<file path="src/rtl/integral_image_gen.sv">
// integral_image_gen: streams a raster frame in and emits ii(x,y) per pixel, using a running row sum plus a one-row line buffer.
module integral_image_gen #(
  parameter int IMG_W = 24,
  parameter int IMG_H = 24,
  parameter int PIX_W = 8,
  parameter int II_W  = 20
) (
  input  logic                      clk,
  input  logic                      rst_n,
  input  logic                      start,
  input  logic                      pix_valid,
  input  logic [PIX_W-1:0]          pix_data,
  output logic                      pix_ready,
  output logic                      ii_valid,
  output logic [II_W-1:0]           ii_data,
  output logic [$clog2(IMG_W)-1:0]  ii_x,
  output logic [$clog2(IMG_H)-1:0]  ii_y,
  input  logic                      ii_ready,
  output logic                      frame_done
);
  localparam int XW = $clog2(IMG_W);
  localparam int YW = $clog2(IMG_H);
  localparam logic [1:0] IDLE = 2'd0, RUN = 2'd1, DRAIN = 2'd2;
  logic [1:0] state;
  logic [XW-1:0] x;
  logic [YW-1:0] y;
  logic [II_W-1:0] row_sum, row_next, ii_next;
  logic [II_W-1:0] line_buf [IMG_W];
  logic acc, last_x, last_y;
  assign pix_ready  = state == RUN && (!ii_valid || ii_ready);
  assign acc        = pix_valid && pix_ready;
  assign frame_done = state == DRAIN && ii_valid && ii_ready;
  assign last_x     = x == XW'(IMG_W - 1);
  assign last_y     = y == YW'(IMG_H - 1);
  // row 0 has no row above, so stale line-buffer contents never leak in
  assign row_next   = (x == '0 ? '0 : row_sum) + II_W'(pix_data);
  assign ii_next    = row_next + (y == '0 ? '0 : line_buf[x]);
  always_ff @(posedge clk or negedge rst_n)
    if (!rst_n) begin
      state    <= IDLE;
      x        <= '0;
      y        <= '0;
      row_sum  <= '0;
      ii_valid <= 1'b0;
      ii_data  <= '0;
      ii_x     <= '0;
      ii_y     <= '0;
    end else begin
      if (state == IDLE && start) begin
        state   <= RUN;
        x       <= '0;
        y       <= '0;
        row_sum <= '0;
      end
      if (acc) begin
        row_sum  <= row_next;
        x        <= last_x ? '0 : x + 1'b1;
        if (last_x) y <= last_y ? '0 : y + 1'b1;
        if (last_x && last_y) state <= DRAIN;
        ii_valid <= 1'b1;
        ii_data  <= ii_next;
        ii_x     <= x;
        ii_y     <= y;
      end else if (ii_ready) ii_valid <= 1'b0;
      if (frame_done) state <= IDLE;
    end
  always_ff @(posedge clk)
    if (acc) line_buf[x] <= ii_next;
endmodule
</file>
<file path="config.mk">
export PLATFORM = sky130hd
export DESIGN_NAME = integral_image_gen
export DESIGN_NICKNAME = d
export VERILOG_FILES = /design/src/rtl/integral_image_gen.sv
export SDC_FILE = /design/constraint.sdc
export NUM_CORES = 1
export LEC_CHECK = 0
export CAP_MARGIN = 20
export CELL_PAD_IN_SITES_DETAIL_PLACEMENT = 2
export CELL_PAD_IN_SITES_GLOBAL_PLACEMENT = 2
export CORE_MARGIN = 8
export CORE_UTILIZATION = 50
export CTS_BUF_LIST = sky130_fd_sc_hd__clkbuf_2
export DETAILED_ROUTE_END_ITERATION = 6
export PLACE_DENSITY = 0.81
export SLEW_MARGIN = 5
export SYNTH_ARGS = -nofsm -noshare
export SYNTH_HDL_FRONTEND = slang
export SYNTH_SLANG_ARGS = --single-unit
export TNS_END_PERCENT = 10
</file>
<file path="constraint.sdc">
create_clock -name clk -period 6.65 [get_ports clk]
set_input_delay 1.33 -clock clk [delete_from_list [all_inputs] [get_ports clk]]
set_output_delay 1.33 -clock clk [all_outputs]
set_load 0.02 [all_outputs]
</file>
==> results of run 1 <==
==> cell usage in the layout, fill, tap and decap left out, drive strengths merged, types with 18 or more instances in the layout <==
cell / count
mux2: 27
edfxtp: 480
nand2: 128
inv: 20
xnor2: 21
clkdlybuf4s50: 44
a22oi: 39
a21o: 18
o21ai: 26
nand3: 20
a21oi: 24
nor2: 60
clkbuf: 217
dfrtp: 63
buf: 48
ha: 33
mux4: 116
a31oi: 23
==> per-layer routing <==
metal  up-vias  part of all wire (%)  track usage, %
li1       5472                     -               -
met4         2                   5.4            17.4
met2      1028                    49            54.8
met3       310                   8.3            7.47
met1      7720                    37            41.3
met5         -                 0.015               0
==> state kept, by name, indices dropped and copies added (netlist names) <==
| name | cells |
|---|---|
| ii_valid | 1 |
| x | 5 |
| ii_data | 20 |
| ii_x | 5 |
| ii_y | 5 |
| state | 2 |
| line_buf | 480 |
| y | 5 |
| row_sum | 20 |
==> area by class of cell <==
cell class              instances  area share [%]
diodes                          4          0.0393
clock inverters                30           0.874
well taps                     592            2.91
repair buffers                 93            3.70
multi-input cells             656            25.3
flip-flops and latches        543            62.8
inverters                      12           0.177
clock buffers                 217            4.26
==> logic make-up after synthesis <==
logic type                 count (synthesis)  synth area share [%]
xor gates and xnor gates                  35                  1.37
muxes                                    153                  13.5
and+or+nand+nor                          258                  5.13
AOI/OAI and AO/OA                        172                  5.12
buffers and inverters                     74                  1.38
adders and majority gates                 35                  2.02
DFF                                      543                  71.5
==> path summary, 6_finish.rpt <==
check,start,endpoint,slack (ns),cells after the start
worst min-delay path,ii_data[6],ii_data[6],0.49,2
max in group asynchronous,rst_n,x[1],5.17,2
worst min register to register,ii_data[6],ii_data[6],0.49,2
worst max-delay path,x[0],ii_data[18],-0.07,23
worst max register to register,x[0],ii_data[18],-0.07,23
min in group asynchronous,rst_n,row_sum[6],0.69,2
==> power breakdown <==
group / internal [mW] / leakage [nW] / switching [mW]
combinational: 1.37 / 2.85 / 3.06
clock: 1.01 / 1.02 / 1.63
sequential: 4.85 / 5.21 / 0.163
total: 7.24 / 9.09 / 4.86
==> metrics by stage <==
stage	power, mW	hold WS (ns)	worst slack (ns)
floorplan	7.37	0.458	0.546
global route	12.4	0.531	-0.0751
finish	12.1	0.486	-0.0749
CTS	11.9	0.491	0.0351
global placement	8.68	0.462	0.159
detailed placement	9.13	0.469	-0.401
==> tightest hold or removal path, delay by kind of cell, from the launching register on <==
kind / cells / cell delay, ns
simple gates: 2 / 0.11
flops: 1 / 0.35
==> timing repair <==
action,4_1_cts,5_1_grt
resized for setup,4,13
pin swaps,0,3
hold endpoints to repair,2,0
endpoints found under the setup margin,75,150
cloned,0,3
hold buffers,1,0
==> results.ini, run 1 <==
[detailed_routing]
drt-pass1-iter-count = 5
ant_nets = 0
routed_wl_um = 88100
vias_per_cell = 6.77
dr_total_vias = 14532
drc_errors = 0
wl_per_cell_um = 41.0
drt_iter0_drc = 1972

[clock_tree]
cts_setup_buffers = 0
numCtsBuffers = 143
htreeDepth = 4
clkTransAtPathRegs_ns = 0.14
cts_tree = yes
root_buffer = clkbuf_2
cts_buffer_depth = 3
numClockSinks = 543
clock_latency_ns = 1.35

[layout]
drive_above_1_share_pct = 30.9
multi_input_area_um2 = 6450
filler_cell_count = 3783
finalInstanceArea_um2 = 25500
post-route-util_pct = 57.6
final_cell_count_no_fill = 2147
area_growth_pct = 13.9
final_nets = 1497
layout.area.seq_um2 = 16000

[sta]
clock_skew_ns = 0.117
final-hold-violation-count = 0
worst_pin_slew_ns = 1.24
finalSetupTns_ns = -0.220
slew_headroom_pct = 17.2
setup_ws_ns = -0.0749
grt_setup_unrepaired = true
min_period_ns = 6.72
maxSlewViolCount = 0
setup_viol = 12
period_share_pct = 101
fmax_ghz = 0.149

[worst_setup_path]
endpoint_kind = flop
cp_cell_sequence = inv_1, ha_1, nand2_2, and2_1, ha_1, fa_1, a21o_1, a21oi_1, o21bai_1, a21oi_1, a21o_2, nor2_1, xnor2_1, nor2_1, ha_1, nand2_1, nor2_1, o21a_1, a22oi_1, o31ai_4, a21boi_2, xnor2_4, mux2_2
critPathBufInv = 1
required_ns = 7.83
max_stage_delay_ns = 0.62
startpoint_type = flop
critPathSlowestCell = a22oi_1
crit_fanout = 13
cp_top_family = compound AO/OA/AOI/OAI gates
crit_arrival_ns = 7.90
crit_type = flop to flop

[placed_design]
placed_cells = 1885
dp_hpwl_um = 43500
postPlaceCellArea_um2 = 23800
gp_congestion = 0.829
io_buffers = 45

[floorplan]
die_y_um = 228
die_w_um = 228
initial_core_util_pct = 50.6
num_io_pins = 46
die-area_um2 = 51800
core_area_um2 = 44200
num_rows = 77

[yosys]
ys_seq_area_share_pct = 71.5
ys_top_cells_by_area = edfxtp_1 (64%), mux4_2 (12%), dfrtp_1 (7.0%)
synthesis.nets = 1318
synthCells = 1270
syn_area_um2 = 22400
yosys.area.top_type = edfxtp_1
synth_enable_flop_cells = 480
synth_area_per_cell_um2 = 17.6
synth_top_area_share_pct = 64.4
ys_seq_elements = 543
ys_types = 55
ys.flop_type = edfxtp_1
synth_common_cells = edfxtp_1 (480), nand2_1 (127), mux4_2 (116)
yosysMostFrequentCell = edfxtp_1
yosysWarnings = 0
async_reset_ff_share_pct = 11.6

[run_status]
status = finished, violations left
violations = setup timing

[power_and_ir_drop]
cellPowerDensity_nw_per_um2 = 474
peakVddDrop_mv = 0.281
p_leak_nw = 9.09

[global_route]
antenna_found_initial = 3
gr-total-overflow = 0
grt_pass1_vias = 15836
grt_start_max_net_pins = 82
grt_pass1_wl_um = 120000
grt_usage_pct = 33.3

[job]
maxCapViolations = 0

[worst_hold_path]
worst_hold_path_type = flop to flop

Power figures use the tool's default switching activity.
==> run 2: changes to the inputs <==
--- a/config.mk
+++ b/config.mk
@@ -11,6 +11,7 @@
 export CORE_MARGIN = 8
 export CORE_UTILIZATION = 50
 export CTS_BUF_LIST = sky130_fd_sc_hd__clkbuf_2
+export CTS_CLUSTER_SIZE = 20
 export DETAILED_ROUTE_END_ITERATION = 6
 export PLACE_DENSITY = 0.81
 export SLEW_MARGIN = 5
==> results of run 2 <==
No change in the layout: final DEF, timing and power equal those of run 1.
==> run 3: changes to the inputs <==
--- a/config.mk
+++ b/config.mk
@@ -9,11 +9,11 @@
 export CELL_PAD_IN_SITES_DETAIL_PLACEMENT = 2
 export CELL_PAD_IN_SITES_GLOBAL_PLACEMENT = 2
 export CORE_MARGIN = 8
-export CORE_UTILIZATION = 50
+export CORE_UTILIZATION = 53
 export CTS_BUF_LIST = sky130_fd_sc_hd__clkbuf_2
 export CTS_CLUSTER_SIZE = 20
 export DETAILED_ROUTE_END_ITERATION = 6
-export PLACE_DENSITY = 0.81
+export PLACE_DENSITY = 0.83
 export SLEW_MARGIN = 5
 export SYNTH_ARGS = -nofsm -noshare
 export SYNTH_HDL_FRONTEND = slang
==> constraint.sdc (replaced) <==
create_clock -name clk -period 7.75 [get_ports clk]
set_input_delay 0.775 -clock clk [delete_from_list [all_inputs] [get_ports clk]]
set_output_delay 0.775 -clock clk [all_outputs]
set_load 0.02 [all_outputs]
==> results.ini, run 3 (synthesis results as in run 1) <==
[placed_design]
placed_cells = 1824  ; -3.2%
place_ws_ns = 0.731  ; +1.13 ns
postPlaceCellArea_um2 = 23700  ; -0.54%
gp_congestion = 0.782  ; -5.7%
dp_hpwl_um = 44900  ; +3.2%
io_buffers = 45  ; unchanged

[clock_tree]
cts_buffer_depth = 3  ; unchanged
clock_latency_ns = 1.47  ; +0.12 ns
cts_resized = 0  ; -4
clkTransAtPathRegs_ns = 0.16  ; +0.02 ns
cts_setup_buffers = 0  ; unchanged
root_buffer = clkbuf_2
htreeDepth = 4  ; unchanged
numCtsBuffers = 142  ; -0.70%
cts_hold_buf = 1  ; unchanged
numClockSinks = 543  ; unchanged
cts_tree = yes

[floorplan]
num_io_pins = 46  ; unchanged
num_rows = 75  ; -2.6%
die_w_um = 221  ; -2.7%
initial_core_util_pct = 53.5  ; +2.9 points
die_y_um = 221  ; -2.7%
die-area_um2 = 49000  ; -5.3%
core_area_um2 = 41900  ; -5.4%

[sta]
worst_pin_slew_ns = 1.27  ; +0.0267 ns
min_period_ns = 7.57  ; +0.849 ns
final-hold-violation-count = 0  ; unchanged
setup_ws_ns = 0.176  ; +0.251 ns
whs_ns = 0.135  ; -0.351 ns
fmax_ghz = 0.132  ; -11%
slew_headroom_pct = 15.4  ; -1.8 points
period_share_pct = 97.7  ; -3.4 points
clock_skew_ns = 0.183  ; +0.0657 ns
setup_viol = 0  ; -12
maxSlewViolCount = 0  ; unchanged
finalSetupTns_ns = 0  ; +0.220 ns
grt_setup_unrepaired = false

[layout]
final_nets = 1491  ; -0.40%
finalInstanceArea_um2 = 25200  ; -1.0%
filler_cell_count = 3449  ; -8.8%
layout_common_cells = edfxtp_1 (480), clkbuf_2 (205), nand2_1 (127), mux4_2 (116), dfrtp_1 (61)
area_growth_pct = 12.8
largest_reg_flops = 480  ; unchanged
top_regs = line_buf x480, ii_data x20, row_sum x20
final_common_cell = edfxtp_1
top_register = line_buf
drive_above_1_share_pct = 29.6  ; -1.3 points
final_cell_count_no_fill = 2092  ; -2.6%
post-route-util_pct = 60.3  ; +2.7 points

[detailed_routing]
routed_wl_um = 96000  ; +8.9%
drt_iter0_drc = 2453  ; +24%
wl_per_cell_um = 45.9  ; +12%
vias_per_cell = 7.21  ; +6.5%
drc_errors = 0  ; unchanged
ant_nets = 0  ; unchanged
dr_total_vias = 15083  ; +3.8%
drt-pass1-iter-count = 6  ; +1

[global_route]
grt_usage_pct = 35.4  ; +2.1 points
grt_pass1_vias = 15665  ; -1.1%
grt_start_max_net_pins = 64  ; -22%
gr-total-overflow = 0  ; unchanged
grt_pass1_wl_um = 122000  ; +1.6%
antenna_found_initial = 4  ; +1

[worst_hold_path]
worst_hold_path_type = primary input to asynchronous set/reset pin

[worst_setup_path]
endpoint_kind = flop
r2r_cells = 23  ; unchanged
startpoint_type = flop
crit_fanout = 21  ; +8
crit_arrival_ns = 8.72  ; +0.82 ns
required_ns = 8.90  ; +1.07 ns
crit_type = flop to flop
rrSetupSlack_ns = 0.18  ; +0.25 ns

[power_and_ir_drop]
p_leak_nw = 8.97  ; -1.3%
cellPowerDensity_nw_per_um2 = 421  ; -11%
p_total_mw = 10.6  ; -12%
peakVddDrop_mv = 0.259  ; -8.1%

[job]
maxCapViolations = 0  ; unchanged

[run_status]
status = finished, final reports clean

==> run 3: changes by cell type in the layout (fill, tap and decap cells not counted), sizes merged <==
cell / change
clkinv: +16
clkbuf: -12
inv: -3
buf: -2
diode: +2
xnor2: -2
bufinv: -1
clkinvlp: +1
xor2: -1
==> run 3: worst max-delay path, cell delays in order, from the launching register on <==
cell	delay [ns]
dfrtp_4	0.69
inv_1	0.24
ha_1	0.27
nand2_2	0.14
buf_4	0.24
and2_1	0.25
fa_1	0.46
a21o_1	0.23
a21oi_1	0.30
o21bai_1	0.12
a21oi_1	0.29
a21o_1	0.39
nor2_1	0.20
xnor2_1	0.26
nor2_1	0.09
ha_1	0.41
nand2_1	0.17
nor2_1	0.26
nand2_1	0.11
o21ai_0	0.55
a21boi_1	0.37
o21bai_1	0.47
xor2_2	0.50
buf_8	0.25
==> run 3: layer usage <==
metal | vias to the layer above | global-route usage, % | routed length, um
met4 | 2 | 19.0 | 6240
met3 | 376 | 9.84 | 10300
met5 | - | 0 | 14
met1 | 7879 | 43.5 | 33700
met2 | 1371 | 57.0 | 45700
li1 | 5455 | - | -
==> run 3: final cells by class <==
type,instances,area (um2),area share (%)
timing repair buffer,91,912,3.61
clock inverter,43,258,1.02
antenna,6,15.0,0.0595
clock buffer,205,1030,4.07
sequential,543,16000,63.4
tap,539,674,2.67
inverter,12,45.0,0.178
multi-input combinational,653,6310,25.0
==> run 3: final timing paths <==
kind	end	start
worst max-delay path	line_buf[18][17]	x[0]
worst min-delay path	ii_data[10]	rst_n
worst max register to register	line_buf[18][17]	x[0]
worst min register to register	ii_data[9]	ii_data[9]
max in group asynchronous	x[1]	rst_n
min in group clk	ii_valid	ii_ready
==> run 3: where the power goes <==
part | internal, mW | leakage, nW | total, mW | switching [mW]
sequential | 4.17 | 5.21 | 4.36 | 0.191
combinational | 1.17 | 2.78 | 3.91 | 2.74
clock | 0.809 | 0.979 | 2.35 | 1.54
total | 6.15 | 8.97 | 10.6 | 4.48
